[src/rtl/fpu_adds_unit.sv]
// fpu_adds_unit: multi-cycle Float32 adder (CMP/ALN/ADD/NRM), flush-to-zero.
// Define FPU_RNE_EN for round-to-nearest-even; otherwise results truncate.
module fpu_adds_unit #(
  parameter int DST_W = 5
) (
  input  logic             clk,
  input  logic             rst_n,
  input  logic             start,
  input  logic [31:0]      fs,
  input  logic [31:0]      ft,
  input  logic [DST_W-1:0] fd_addr,
  output logic             busy,
  output logic             done,
  output logic [31:0]      result,
  output logic [DST_W-1:0] dst
);

  typedef enum logic [2:0] {
    IDLE,
    CMP,
    ALN,
    ADD,
    NRM
  } state_t;

  state_t state, state_nx;

  logic [31:0]      op_a, op_b;
  logic [DST_W-1:0] op_dst;
  logic [31:0]      gt_r;
  logic             lt_sgn;
  logic [22:0]      lt_mnt;
  logic [7:0]       e_dif;
  logic             spc;
  logic [31:0]      spc_res;
  logic [26:0]      ma_r, mb_r;
  logic [27:0]      sum_r;

  always_ff @(posedge clk or negedge rst_n) begin
    if (!rst_n) state <= IDLE;
    else        state <= state_nx;
  end

  always_comb begin
    state_nx = state;
    case (state)
      IDLE:    if (start) state_nx = CMP;
      CMP:     state_nx = ALN;
      ALN:     state_nx = ADD;
      ADD:     state_nx = NRM;
      NRM:     state_nx = IDLE;
      default: state_nx = IDLE;
    endcase
  end

  assign busy = (state != IDLE);

  // compare stage
  logic        a_nan, b_nan, a_inf, b_inf;
  logic        a_zero, b_zero, a_big;
  logic        spc_nx;
  logic [31:0] spc_res_nx;
  logic [7:0]  e_dif_nx;

  assign a_nan  = (&op_a[30:23]) & (|op_a[22:0]);
  assign b_nan  = (&op_b[30:23]) & (|op_b[22:0]);
  assign a_inf  = (&op_a[30:23]) & ~(|op_a[22:0]);
  assign b_inf  = (&op_b[30:23]) & ~(|op_b[22:0]);
  assign a_zero = ~(|op_a[30:23]);
  assign b_zero = ~(|op_b[30:23]);
  assign a_big  = (op_a[30:0] >= op_b[30:0]);

  always_comb begin
    spc_nx     = 1'b0;
    spc_res_nx = 32'h0;
    e_dif_nx   = a_big ? (op_a[30:23] - op_b[30:23])
                       : (op_b[30:23] - op_a[30:23]);
    if (a_nan | b_nan | (a_inf & b_inf & (op_a[31] ^ op_b[31]))) begin
      spc_nx     = 1'b1;
      spc_res_nx = 32'h7FC0_0000;
    end else if (a_inf) begin
      spc_nx     = 1'b1;
      spc_res_nx = op_a;
    end else if (b_inf) begin
      spc_nx     = 1'b1;
      spc_res_nx = op_b;
    end else if (a_zero) begin
      spc_nx     = 1'b1;
      spc_res_nx = op_b;
    end else if (b_zero) begin
      spc_nx     = 1'b1;
      spc_res_nx = op_a;
    end
  end

  // align stage: 24-bit mantissa plus guard, round, sticky
  logic [49:0] lt_ext, lt_sh;
  logic [26:0] ma_nx, mb_nx;

  assign lt_ext = {1'b1, lt_mnt, 26'h0};
  assign lt_sh  = lt_ext >> e_dif;
  assign ma_nx  = {1'b1, gt_r[22:0], 3'b000};

  always_comb begin
    mb_nx = {lt_sh[49:24], |lt_sh[23:0]};
    if (e_dif >= 8'd27) mb_nx = 27'd1;
  end

  // add stage
  logic [27:0] sum_nx;

  always_comb begin
    if (gt_r[31] ^ lt_sgn) sum_nx = {1'b0, ma_r} - {1'b0, mb_r};
    else                   sum_nx = {1'b0, ma_r} + {1'b0, mb_r};
  end

  // normalize and round stage
  logic [4:0]        lz;
  logic [26:0]       m_n;
  logic signed [9:0] e_n, e_r;
  logic [22:0]       mant;
  logic [31:0]       res_nx;

  always_comb begin
    lz = 5'd0;
    for (int i = 0; i < 27; i++) begin
      if (sum_r[i]) lz = 5'(26 - i);
    end
  end

  always_comb begin
    if (sum_r[27]) begin
      m_n = {sum_r[27:2], sum_r[1] | sum_r[0]};
      e_n = $signed({2'b00, gt_r[30:23]}) + 10'sd1;
    end else begin
      m_n = sum_r[26:0] << lz;
      e_n = $signed({2'b00, gt_r[30:23]}) - $signed({5'b00000, lz});
    end
  end

`ifdef FPU_RNE_EN
  logic        rnd_inc;
  logic [24:0] m_r;

  assign rnd_inc = m_n[2] & (m_n[1] | m_n[0] | m_n[3]);
  assign m_r     = {1'b0, m_n[26:3]} + {24'h0, rnd_inc};

  always_comb begin
    if (m_r[24]) begin
      mant = m_r[23:1];
      e_r  = e_n + 10'sd1;
    end else begin
      mant = m_r[22:0];
      e_r  = e_n;
    end
  end
`else
  logic unused_rnd;

  assign unused_rnd = ^{m_n[26], m_n[2:0]};
  assign mant       = m_n[25:3];
  assign e_r        = e_n;
`endif

  always_comb begin
    res_nx = {gt_r[31], e_r[7:0], mant};
    if (spc)                   res_nx = spc_res;
    else if (sum_r == 28'h0)   res_nx = 32'h0;
    else if (e_r <= 10'sd0)    res_nx = {gt_r[31], 31'h0};
    else if (e_r >= 10'sd255)  res_nx = {gt_r[31], 8'hFF, 23'h0};
  end

  always_ff @(posedge clk or negedge rst_n) begin
    if (!rst_n) begin
      op_a    <= '0;
      op_b    <= '0;
      op_dst  <= '0;
      gt_r    <= '0;
      lt_sgn  <= 1'b0;
      lt_mnt  <= '0;
      e_dif   <= '0;
      spc     <= 1'b0;
      spc_res <= '0;
      ma_r    <= '0;
      mb_r    <= '0;
      sum_r   <= '0;
      result  <= '0;
      dst     <= '0;
      done    <= 1'b0;
    end else begin
      done <= 1'b0;
      case (state)
        IDLE: begin
          if (start) begin
            op_a   <= fs;
            op_b   <= ft;
            op_dst <= fd_addr;
          end
        end
        CMP: begin
          gt_r    <= a_big ? op_a : op_b;
          lt_sgn  <= a_big ? op_b[31] : op_a[31];
          lt_mnt  <= a_big ? op_b[22:0] : op_a[22:0];
          e_dif   <= e_dif_nx;
          spc     <= spc_nx;
          spc_res <= spc_res_nx;
        end
        ALN: begin
          ma_r <= ma_nx;
          mb_r <= mb_nx;
        end
        ADD: sum_r <= sum_nx;
        NRM: begin
          result <= res_nx;
          dst    <= op_dst;
          done   <= 1'b1;
        end
        default: ;
      endcase
    end
  end

endmodule
[config.mk]
export PLATFORM = sky130hd
export DESIGN_NAME = fpu_adds_unit
export DESIGN_NICKNAME = d
export VERILOG_FILES = /design/src/rtl/fpu_adds_unit.sv
export SDC_FILE = /design/constraint.sdc
export NUM_CORES = 1
export LEC_CHECK = 0
export CORE_MARGIN = 2
export CORE_UTILIZATION = 45
export CTS_CLUSTER_DIAMETER = 40
export DETAILED_ROUTE_END_ITERATION = 10
export DONT_BUFFER_PORTS = 1
export HOLD_SLACK_MARGIN = 0.06
export PLACE_DENSITY = 0.6
export SETUP_SLACK_MARGIN = 0.4
export SYNTH_ARGS = -nofsm -noshare
export SYNTH_HDL_FRONTEND = slang
export SYNTH_SLANG_ARGS = --single-unit
export TNS_END_PERCENT = 1
[constraint.sdc]
create_clock -name clk -period 4.25 [get_ports clk]
set_input_delay 0.425 -clock clk [delete_from_list [all_inputs] [get_ports clk]]
set_output_delay 0.425 -clock clk [all_outputs]
set_load 0.02 [all_outputs]
After elaboration in Yosys (flattened, before gate mapping)
Cells that the tools add are included.
W data, S select, Z words.
{ "totals": {"register_bits": 286, "output_inout_bits": 39, "elab_cells": 109} }
{ "classes": {"add_sub_neg": 6, "order_cmp": 4, "n_eq_ne": 5, "n_shift": 2, "muxes": 52, "bitwise": 13, "reduce_logical": 11} }
{ "ops": {"columns": ["cell", "count"], "rows": [
  ["$mux W32", 8],
  ["$mux W5", 27],
  ["$mux W31", 2],
  ["$shr A50 B8 Y50", 1],
  ["$reduce_or A23 Y1", 2],
  ["$ge A31 B31 Y1", 1],
  ["$add A27 B27 Y28", 1],
  ["$logic_not A28 Y1", 1],
  ["$mux W28", 1],
  ["$sub A27 B27 Y28", 1],
  ["$mux W27", 1],
  ["$shl A27 B5 Y26", 1],
  ["$mux W26", 1],
  ["$reduce_or A24 Y1", 1],
  ["$mux W23", 1],
  ["$reduce_and A8 Y1", 2],
  ["$reduce_or A8 Y1", 2],
  ["$sub A8 B8 Y8", 2],
  ["$pmux W3 S4", 1],
  ["$ge A10 B9 Y1 const B", 1],
  ["$le A10 B1 Y1 const B", 1],
  ["$mux W10", 1],
  ["$add A8 B1 Y9 const B", 1],
  ["$sub A8 B5 Y9", 1],
  ["15 further kinds", 31]
]} }

Longest topological paths before layout
Gate-level depths: netlist (run 1).
{ "depth": {"depth_word": 34, "depth_mapped": 19} }

Worst setup path after synthesis (run 1)
Ideal clock, no wire load.
{ "synth_timing": {"path_kind": "reg-to-reg", "startpoint": "reg sum_r[7]", "endpoint": "reg result[11]", "arrival_time_ns": 3.965, "path_slack_ns": 0.150, "stages_incl_launch_ff": 20, "synth_period_minus_slack_ns": 4.100, "path_cell_list": "dfrtp_1 > clkbuf_1 > or4_1 > o21ai_1 > and2_1 > o21a_1 > inv_2 > buf_2 > buf_2 > ha_1 > nor2b_1 > o31ai_1 > a21oi_1 > xnor2_1 > nor4_1 > a31oi_1 > and2_1 > buf_2 > a221oi_1 > a211oi_2"} }
{ "synth_between": {"elab_chain_cells": 27, "word_cells_on_any_way": 31, "cone_classes": "add/sub: 1; order compare: 2; shift: 1; mux: 26; reduce/logical: 1"} }
{ "synth_lines": {"columns": ["element", "line_no", "source"], "rows": [
  ["start, declared", "37", "logic [27:0] sum_r;"],
  ["start signal, assigned", "212", "ADD: sum_r <= sum_nx;"],
  ["$mux W5 (20 in series)", "127", "if (sum_r[i]) lz = 5'(26 - i);"],
  ["$sub A8 B5 Y9", "137", "e_n = $signed({2'b00, gt_r[30:23]}) - $signed({5'b00000, lz});"],
  ["$mux W10", "132", "if (sum_r[27]) begin"],
  ["$ge A10 B9 Y1", "170", "else if (e_r >= 10'sd255) res_nx = {gt_r[31], 8'hFF, 23'h0};"],
  ["$mux W31", "170", null],
  ["$mux W31", "169", "else if (e_r <= 10'sd0) res_nx = {gt_r[31], 31'h0};"],
  ["$mux W32 (*)", "168", "else if (sum_r == 28'h0) res_nx = 32'h0;"],
  ["$mux W32 (*)", "167", "if (spc) res_nx = spc_res;"],
  ["end signal, assigned", "214", "result <= res_nx;"],
  ["end, declared", "14", "output logic [31:0] result,"]
]} }
Mark *: on every way between the ends. The rest lies on a longest branch, timed or not.
A chain may end at the register's enable or synchronous reset.

Worst setup path in the final report (run 1)
{ "layout_timing": {"startpoint": "reg sum_r[7]", "endpoint": "reg result[15]"} }
Same word-level chain as after synthesis.

==> results of run 1 <==
==> state kept, by name, summed over array words and instances (netlist names) <==
signal and count:
lt_sgn 1, op_dst 5, sum_r 28, op_b 32, e_dif 8, lt_mnt 23
gt_r 32, done 1, spc_res 32, result 32, dst 5, spc 1
ma_r 24, state 3, op_a 32, mb_r 27
==> per-layer routing <==
| metal | global-route usage | share of wire | vias to the layer above |
|---|---|---|---|
| met5 | 0 | 0 | - |
| met4 | 0.112 | 0.037 | 0 |
| met3 | 0.0412 | 0.057 | 145 |
| met2 | 0.480 | 0.46 | 638 |
| met1 | 0.414 | 0.44 | 8691 |
| li1 | - | - | 8283 |
==> cell families (layout without fill, tap and decap cells) <==
kind of cell / Yosys count / count (layout) / share of synthesized area
XOR/XNOR: 40 / 40 / 0.0180
AND/OR/NAND/NOR: 727 / 727 / 0.173
buffers and inverters: 264 / 338 / 0.0546
multiplexers: 160 / 160 / 0.0929
flip-flops: 286 / 286 / 0.368
AO/OA/AOI/OAI: 702 / 702 / 0.230
adder cells (fa/ha/maj): 97 / 97 / 0.0640
==> what timing repair did <==
action	CTS	global route
endpoints found under the hold margin	356	286
setup endpoints to repair	20	27
buffers inserted	0	9
pin swaps	0	6
resized for setup	3	41
==> how the worst max path moves through the flow <==
stage,from,end,depth (start not counted)
6_report,sum_r[7],result[15],16
5_1_grt,sum_r[3],result[15],15
4_1_cts,sum_r[19],result[11],15
3_5_place_dp,sum_r[26],result[12],15
3_3_place_gp,sum_r[26],result[12],15
2_1_floorplan,sum_r[25],result[11],19
==> placed cells by master, fill, tap and decap left out, drive strengths merged, types with 10 or more instances in the layout <==
cell type,netlist,final
mux2,77,77
xor2,10,10
a211oi,48,48
o211ai,17,17
inv,114,121
buf,36,56
nor2,195,195
nand4,20,20
a31oi,26,26
o22ai,14,14
nor4,26,26
mux2i,75,75
o21ai,236,236
dlygate4sd3,0,70
o21a,17,17
a21o,21,21
nand2,286,286
or3,14,14
a22oi,13,13
a221oi,22,22
clkinv,2,14
o221ai,10,10
dfrtp,286,286
o31ai,17,17
nand3,35,35
a21oi,170,170
a211o,10,10
nor2b,14,14
ha,93,93
nand2b,30,30
and3,18,18
nor3,44,44
clkbuf,112,63
xnor2,30,30
a22o,10,10
==> through the flow <==
stage               utilization  instances
floorplan                     -       2276
global placement          0.467       2760
detailed placement        0.467       2760
CTS                       0.527       2926
global route              0.533       2935
finish                    0.533       2935
==> worst max-delay path: stages (launching register included) <==
cell,delay [ns]
dfrtp_2,0.46
or4_4,0.56
o21ai_1,0.15
and2_1,0.15
o21a_1,0.16
inv_2,0.07
ha_4,0.23
nor2b_4,0.13
o31ai_4,0.31
a21oi_2,0.13
xnor2_2,0.21
nor4_2,0.08
a31oi_2,0.23
buf_4,0.15
nand3_1,0.09
buf_4,0.20
o41ai_2,0.32
==> final cells by class <==
type                       instances  share of cell area
sequential                       286               0.314
clock inverter                    33              0.0186
multi-input combinational       1726               0.503
tap                              585              0.0320
clock buffer                      63              0.0632
timing repair buffer             126              0.0502
inverter                         116              0.0192
==> qor.yml, run 1 <==
hold_class: "in2async"
timing.slew.headroom: 0.186
r2r-start: "sum_r[7]"
fp.dieW_um: 212
n_antenna_cell: 0
violations: "hold timing"
fp.dieH_um: 212
port_buffers: 0
outcome: "finished, violations left"
core_area_um2: 42900
first_pass_iters: 7
end_kind: "flip-flop"
syn_to_final_growth_pct: 17.6
worst_slack_ns: 0.526
multi_input_area_um2: 11500
antenna_found_initial: 0
routed_via_density: 6.05
path_class: "reg2reg"
rrSetupSlack_ns: 0.53
syn_avg_cell_area_um2: 8.54
vias: 17800
ys_types: 94
pre_cts_ws_ns: 0.144
grt.total_usage: 0.300
nets: 2477
place_area_um2: 20000
hold_ws_ns: -0.462
grt_max_degree: 287
setup_viol: 0
syn-cell-area_um2: 19400
ys_seq_elements: 286
ys.flop_type: "dfrtp_1"
grt_pass1_wl_um: 103000
synth_top_area_share: 0.368
worst_clock_skew_ns: 0.0315
synth_edf_count: 0
yosysWarnings: 0
num-fill-cells: 3945
clk_pin_slew_ns: 0.05
layout-drive-gt1-share: 0.138
fin_crit_ns: 3.72
setup_tns_ns: 0
design_area_um2: 22800
startpoint_type: "flip-flop"
drc_errors: 0
synth_common_cells: "dfrtp_1, nand2_1, o21ai_0"
grt_overflow: 0
ant_nets: 0
yosysSeqAreaShare: 0.368
clkSinkCount: 286
syn_nets: 2445
cts_root_buffer: "clkbuf_16"
die-area_um2: 44900
synth_top_area_cell: "dfrtp_1"
critical_path_required_ns: 4.74
r2r_cells: 16
clk_path_buf_depth: 3
pin_count: 111
hold_viol: 286
initial_core_util: 0.453
register_area_um2: 7170
clock.fmax_mhz: 269
htree_levels: 2
synthArstFlopShare: 1.00
row_count: 76
worst_r2r_endpoint: "result[15]"
routabilityCongestion: 0.960
period_share: 0.876
first_iter_violations: 1612
slew_violations: 0
wirelength_um: 67000
rsz0062_at_grt: "true"
wl_per_cell_um: 22.8
synthCells: 2276
arrival_ns: 4.21
ctsHoldBuffers: 70
post-dp-hpwl_um: 49500
first_global_vias: 17200
worstMarginPinSlew_ns: 1.22
worstSkewPairLatency_ns: 0.60
cap_viol_max_count: 0
cts_buffers: 52
synth_area_leaders: "dfrtp_1, ha_1, o21ai_0, nand2_1, mux2_2"
crit_fanout: 8
cts_tree: "built"
Power of run 1 is left out: the tool's default activity adds up to more than one toggle a clock period on the data nets, which glitch-free logic cannot reach.
==> inputs of run 2 (changes only) <==
CORE_MARGIN = default   (was 2)
HOLD_SLACK_MARGIN = 0.12   (was 0.06)
==> run 2 against run 1 <==
Against the previous run:
- the run still ends with hold timing left
- critical path depth shrank 1
- sequential share of layout area down 0.27 points
- first-iteration DRC count up 3.7%
- global-route usage rose by 0.61 points
- routed wire length up 0.53%
- setup slack lost 0.079 ns
==> qor.yml, run 2 (synthesis gave the netlist of run 1 again) <==
outcome: "finished, violations left"
violations: "hold timing"
routed_via_density: 6.12  # +1.1%
crit_fanout: 7  # -1
core_area_um2: 42200  # -1.5%
worst_clock_skew_ns: 0.0446  # +0.0130 ns
mostFrequentLayoutCell: "nand2_1"
htree_levels: 2  # unchanged
hold_ws_ns: -0.481  # -0.0192 ns
final_cells: 2907  # -0.95%
path_common_cell: "o21ai_2"
die-area_um2: 44000  # -1.9%
fin_util: 0.546  # +0.0134
rrSetupSlack_ns: 0.45  # -0.08 ns
first_pass_iters: 5  # -2
routabilityCongestion: 0.985  # +2.6%
fp.dieW_um: 210  # -0.94%
hold_class: "in2async"
grt_max_degree: 287  # unchanged
antenna_found_initial: 0  # unchanged
cts_buffers: 52  # unchanged
layout-drive-gt1-share: 0.149  # +0.0116
clk_path_buf_depth: 3  # unchanged
hold_viol: 286  # unchanged
dp.cells: 2718  # -1.5%
worst_r2r_endpoint: "result[15]"
n_antenna_cell: 0  # unchanged
period_share: 0.895  # +0.0186
row_count: 75  # -1.3%
post-dp-hpwl_um: 49000  # -0.82%
critical_path_required_ns: 4.72  # -0.02 ns
drc_errors: 0  # unchanged
rsz0062_at_grt: "true"
num-fill-cells: 3862  # -2.1%
grt_overflow: 0  # unchanged
clock.fmax_mhz: 263  # -2.1%
arrival_ns: 4.28  # +0.07 ns
initial_core_util: 0.460  # +0.00706
slowest_stage: "or4_4"
setup_tns_ns: 0  # unchanged
vias: 17800  # +0.17%
ant_nets: 0  # unchanged
cap_viol_max_count: 0  # unchanged
end_kind: "flip-flop"
grt.total_usage: 0.306  # +0.00606
r2r_cells: 15  # -1
final_cell_mix: "nand2_1, dfrtp_1, o21ai_0"
setup_viol: 0  # unchanged
path_cells: "or4_4 -> o21ai_2 -> and2_1 -> o21a_1 -> inv_2 -> ha_4 -> o21ai_2 -> a21oi_2 -> o21ai_2 -> a31oi_2 -> xnor2_2 -> o31a_1 -> nand3_2 -> buf_6 -> o41ai_2"
slew_violations: 0  # unchanged
nets: 2493  # +0.65%
r2r-start: "sum_r[7]"
clkSinkCount: 286  # unchanged
wl_per_cell_um: 23.2  # +1.5%
worstMarginPinSlew_ns: 1.21  # -0.0124 ns
cts_tree: "built"
cts_root_buffer: "clkbuf_16"
syn_to_final_growth_pct: 18.7
cpPeakStageDelay_ns: 0.58  # +0.02 ns
first_global_vias: 17200  # +0.11%
ctsHoldBuffers: 70  # unchanged
pin_count: 111  # unchanged
first_iter_violations: 1671  # +3.7%
wirelength_um: 67300  # +0.53%
worstSkewPairLatency_ns: 0.62  # +0.02 ns
register_area_um2: 7170  # about the same
multi_input_area_um2: 11600  # +1.1%
timing.slew.headroom: 0.195  # +0.00828
grt_pass1_wl_um: 104000  # +0.56%
startpoint_type: "flip-flop"
port_buffers: 0  # unchanged
fin_crit_ns: 3.80  # +0.0790 ns
path_class: "reg2reg"
fp.dieH_um: 210  # -0.94%
clk_pin_slew_ns: 0.06  # about the same
==> run 2: changes by cell type in the layout (fill, tap and decap cells not counted), sizes merged <==
cell      delta
bufinv       +2
and3         +1
clkbuf       -4
inv          -1
clkinv       +1
clkinvlp     +4
and2         +1
buf         +14
==> run 2: worst max path at each step <==
stage              start    endpoint  cells after the start
2_1_floorplan  sum_r[25]  result[11]                     19
3_3_place_gp   sum_r[26]  result[12]                     15
3_5_place_dp   sum_r[26]  result[12]                     15
4_1_cts        sum_r[19]  result[15]                     15
5_1_grt        sum_r[23]  result[11]                     14
6_report        sum_r[7]  result[15]                     15
==> run 2: cell type report <==
cell class	instances	area share
timing repair buffer	140	0.0544
sequential	286	0.311
clock inverter	39	0.0236
multi-input combinational	1728	0.504
clock buffer	59	0.0589
inverter	116	0.0190
tap	539	0.0292
==> run 2: through the flow <==
stage	area (um^2)	hold WS, ns	worst slack [ns]
after floorplan	19500	0.129	0.406
after CTS	22700	-0.520	0.411
after detailed placement	20000	0.143	0.144
after global routing	23100	-0.507	0.306
after global placement	20000	0.146	0.165
final	23100	-0.481	0.447
==> run 2: per-layer routing <==
metal	track usage	wire, um	up-vias
li1	-	-	8332
met1	0.425	30000	8663
met2	0.471	30200	650
met3	0.0507	4170	142
met4	0.131	2880	0
met5	0	0	-
==> run 2: what timing repair did <==
item / in CTS / in global routing
resized for setup: 21 / 48
buffers inserted: 2 / 17
endpoints found under the setup margin: 20 / 24
pin swaps: 8 / 19
cloned: 1 / 1
hold endpoints to repair: 356 / 286
==> run 2: critical path, delay by kind of cell (launching register included) <==
family	cells	cell delay, ns
DFF	1	0.44
xor gates and xnor gates	1	0.28
AOI/OAI and AO/OA	8	1.54
buffers and inverters	2	0.27
adders and majority gates	1	0.24
and+or+nand+nor	3	0.89
Power of run 2 is left out for the same reason.
==> inputs of run 3 (changes only) <==
PLACE_DENSITY = default   (was 0.6)
PLACE_DENSITY_LB_ADDON = 0.1   (was default)
==> run 3 against run 2 <==
Against the previous run:
- the run still ends with hold timing left
- clock-buffer cell count shrank 5
- setup slack better by 0.055 ns
- via count fell by 0.43%
- largest cell class unchanged
- critical endpoint unchanged
- register-to-register slack better by 0.06 ns
- global-route usage grew 0.49 points
- non-clock buffer count decreased by 17
- fmax is 1.5% higher
- final cell count down 0.79%
- clock skew shrank 0.022 ns
- cell area is 1.9% lower
- flip-flop and latch count did not move
==> qor.yml, run 3 (synthesis gave the netlist of run 1 again) <==
final_cell_mix: "nand2_1, dfrtp_1, o21ai_0"
clock.fmax_mhz: 267  # +1.5%
clk_pin_slew_ns: 0.05  # about the same
fin_crit_ns: 3.75  # -0.0554 ns
grt_overflow: 0  # unchanged
cts_tree: "built"
path_class: "reg2reg"
worstMarginPinSlew_ns: 1.11  # -0.0976 ns
core_area_um2: 42200  # unchanged
arrival_ns: 4.23  # -0.05 ns
cts_buffers: 51  # -1.9%
rsz0062_at_grt: "true"
die-area_um2: 44000  # unchanged
register_area_um2: 7170  # -0.10%
nets: 2473  # -0.80%
wl_per_cell_um: 23.5  # +1.5%
clkSinkCount: 286  # unchanged
post-dp-hpwl_um: 50300  # +2.5%
drc_errors: 0  # unchanged
hold_ws_ns: -0.428  # +0.0530 ns
hold_viol: 286  # unchanged
hold_class: "in2async"
multi_input_area_um2: 11400  # -1.5%
violations: "hold timing"
worst_clock_skew_ns: 0.0221  # -0.0225 ns
timing.slew.headroom: 0.256  # +0.0614
fp.dieW_um: 210  # unchanged
initial_core_util: 0.460  # unchanged
routed_via_density: 6.14  # +0.36%
cts_root_buffer: "clkbuf_16"
clk_path_buf_depth: 3  # unchanged
first_global_vias: 17200  # -0.17%
antenna_found_initial: 1  # +1
period_share: 0.882  # -0.0130
grt.total_usage: 0.311  # +0.00488
startpoint_type: "flip-flop"
cpPeakStageDelay_ns: 0.45  # -0.13 ns
setup_tns_ns: 0  # unchanged
ctsHoldBuffers: 70  # unchanged
row_count: 75  # unchanged
layout-drive-gt1-share: 0.133  # -0.0164
cp.depth: 16  # +1
first_iter_violations: 1620  # -3.1%
end_kind: "flip-flop"
slowest_stage: "dfrtp_2"
crit_fanout: 8  # +1
grt_max_degree: 287  # unchanged
htree_levels: 2  # unchanged
slew_violations: 0  # unchanged
outcome: "finished, violations left"
r2r_cells: 16  # +1
cap_viol_max_count: 0  # unchanged
vias: 17700  # -0.43%
n_antenna_cell: 0  # unchanged
setup_viol: 0  # unchanged
mostFrequentLayoutCell: "nand2_1"
critical_path_required_ns: 4.73  # about the same
crit_buf_inv: 2  # unchanged
path_cells: "nor3b_1 -> nor3b_4 -> nand3b_2 -> o211a_4 -> ha_1 -> fa_2 -> nor2b_4 -> o31ai_4 -> a21oi_2 -> xnor2_2 -> nor4_2 -> a31oi_2 -> buf_4 -> nand3_2 -> buf_6 -> o41ai_2"
num-fill-cells: 3949  # +2.3%
cp_top_family: "compound AO/OA/AOI/OAI gates"
syn_to_final_growth_pct: 16.4
fp.dieH_um: 210  # unchanged
pin_count: 111  # unchanged
ant_nets: 0  # unchanged
wirelength_um: 67800  # +0.74%
worstSkewPairLatency_ns: 0.58  # -0.04 ns
first_pass_iters: 7  # +2
routabilityCongestion: 0.975  # -1.0%
grt_pass1_wl_um: 105000  # +1.3%
port_buffers: 0  # unchanged
==> run 3: cell count changes in the layout (fill, tap and decap cells not counted), moves of 3 or more <==
cell,delta
buf_4,-17
inv_6,+7
clkinvlp_4,-5
dfrtp_2,-6
dfrtp_1,+6
clkinv_2,+4
clkbuf_1,-3
==> run 3: cell type report <==
| cell class | instances | area share |
|---|---|---|
| Clock buffer | 54 | 0.0583 |
| Clock inverter | 40 | 0.0202 |
| Inverter | 116 | 0.0194 |
| Multi-Input combinational cell | 1726 | 0.506 |
| Sequential cell | 286 | 0.317 |
| Tap cell | 539 | 0.0298 |
| Timing Repair Buffer | 123 | 0.0498 |
==> run 3: per-layer routing <==
metal,vias to the layer above,wire (um),global-route usage
met5,-,0,0
met4,0,2260,0.111
met3,121,3700,0.0406
met2,604,31400,0.497
met1,8699,30400,0.432
li1,8286,-,-
==> run 3: per-stage QoR <==
stage / util / setup WS (ns) / hold WS (ns) / area [um^2] / cells
2_1_floorplan: - / 0.406 / 0.129 / 19500 / 2276
3_3_place_gp: 0.473 / 0.350 / 0.159 / 20000 / 2717
3_5_place_dp: 0.473 / 0.296 / 0.159 / 20000 / 2717
4_1_cts: 0.533 / 0.424 / -0.462 / 22500 / 2881
5_1_grt: 0.536 / 0.266 / -0.462 / 22600 / 2884
6_report: 0.536 / 0.503 / -0.428 / 22600 / 2884
==> run 3: path summary, 6_finish.rpt <==
| kind | startpoint | endpoint | slack, ns |
|---|---|---|---|
| worst max-delay path | sum_r[23] | result[15] | 0.50 |
| worst min-delay path | rst_n | ma_r[15] | -0.43 |
| worst max register to register | sum_r[23] | result[15] | 0.50 |
| worst min register to register | op_dst[1] | dst[1] | 0.46 |
| max in group asynchronous | rst_n | op_a[18] | 3.96 |
| min in group clk | start | op_b[26] | 0.39 |
==> run 3: worst register-to-register path, stage by stage, from the launching register on <==
cell	delay (ns)
dfrtp_2	0.45
nor3b_1	0.18
nor3b_4	0.32
nand3b_2	0.15
o211a_4	0.27
ha_1	0.21
fa_2	0.38
nor2b_4	0.16
o31ai_4	0.10
a21oi_2	0.21
xnor2_2	0.15
nor4_2	0.07
a31oi_2	0.20
buf_4	0.16
nand3_2	0.11
buf_6	0.20
o41ai_2	0.32
==> run 3: repair_timing <==
action / in CTS / in global routing
endpoints found under the hold margin: 356 / 286
pin swaps: 3 / 6
setup buffers: 0 / 3
gates resized for setup: 12 / 23
endpoints found under the setup margin: 17 / 28
Power of run 3 is left out for the same reason.
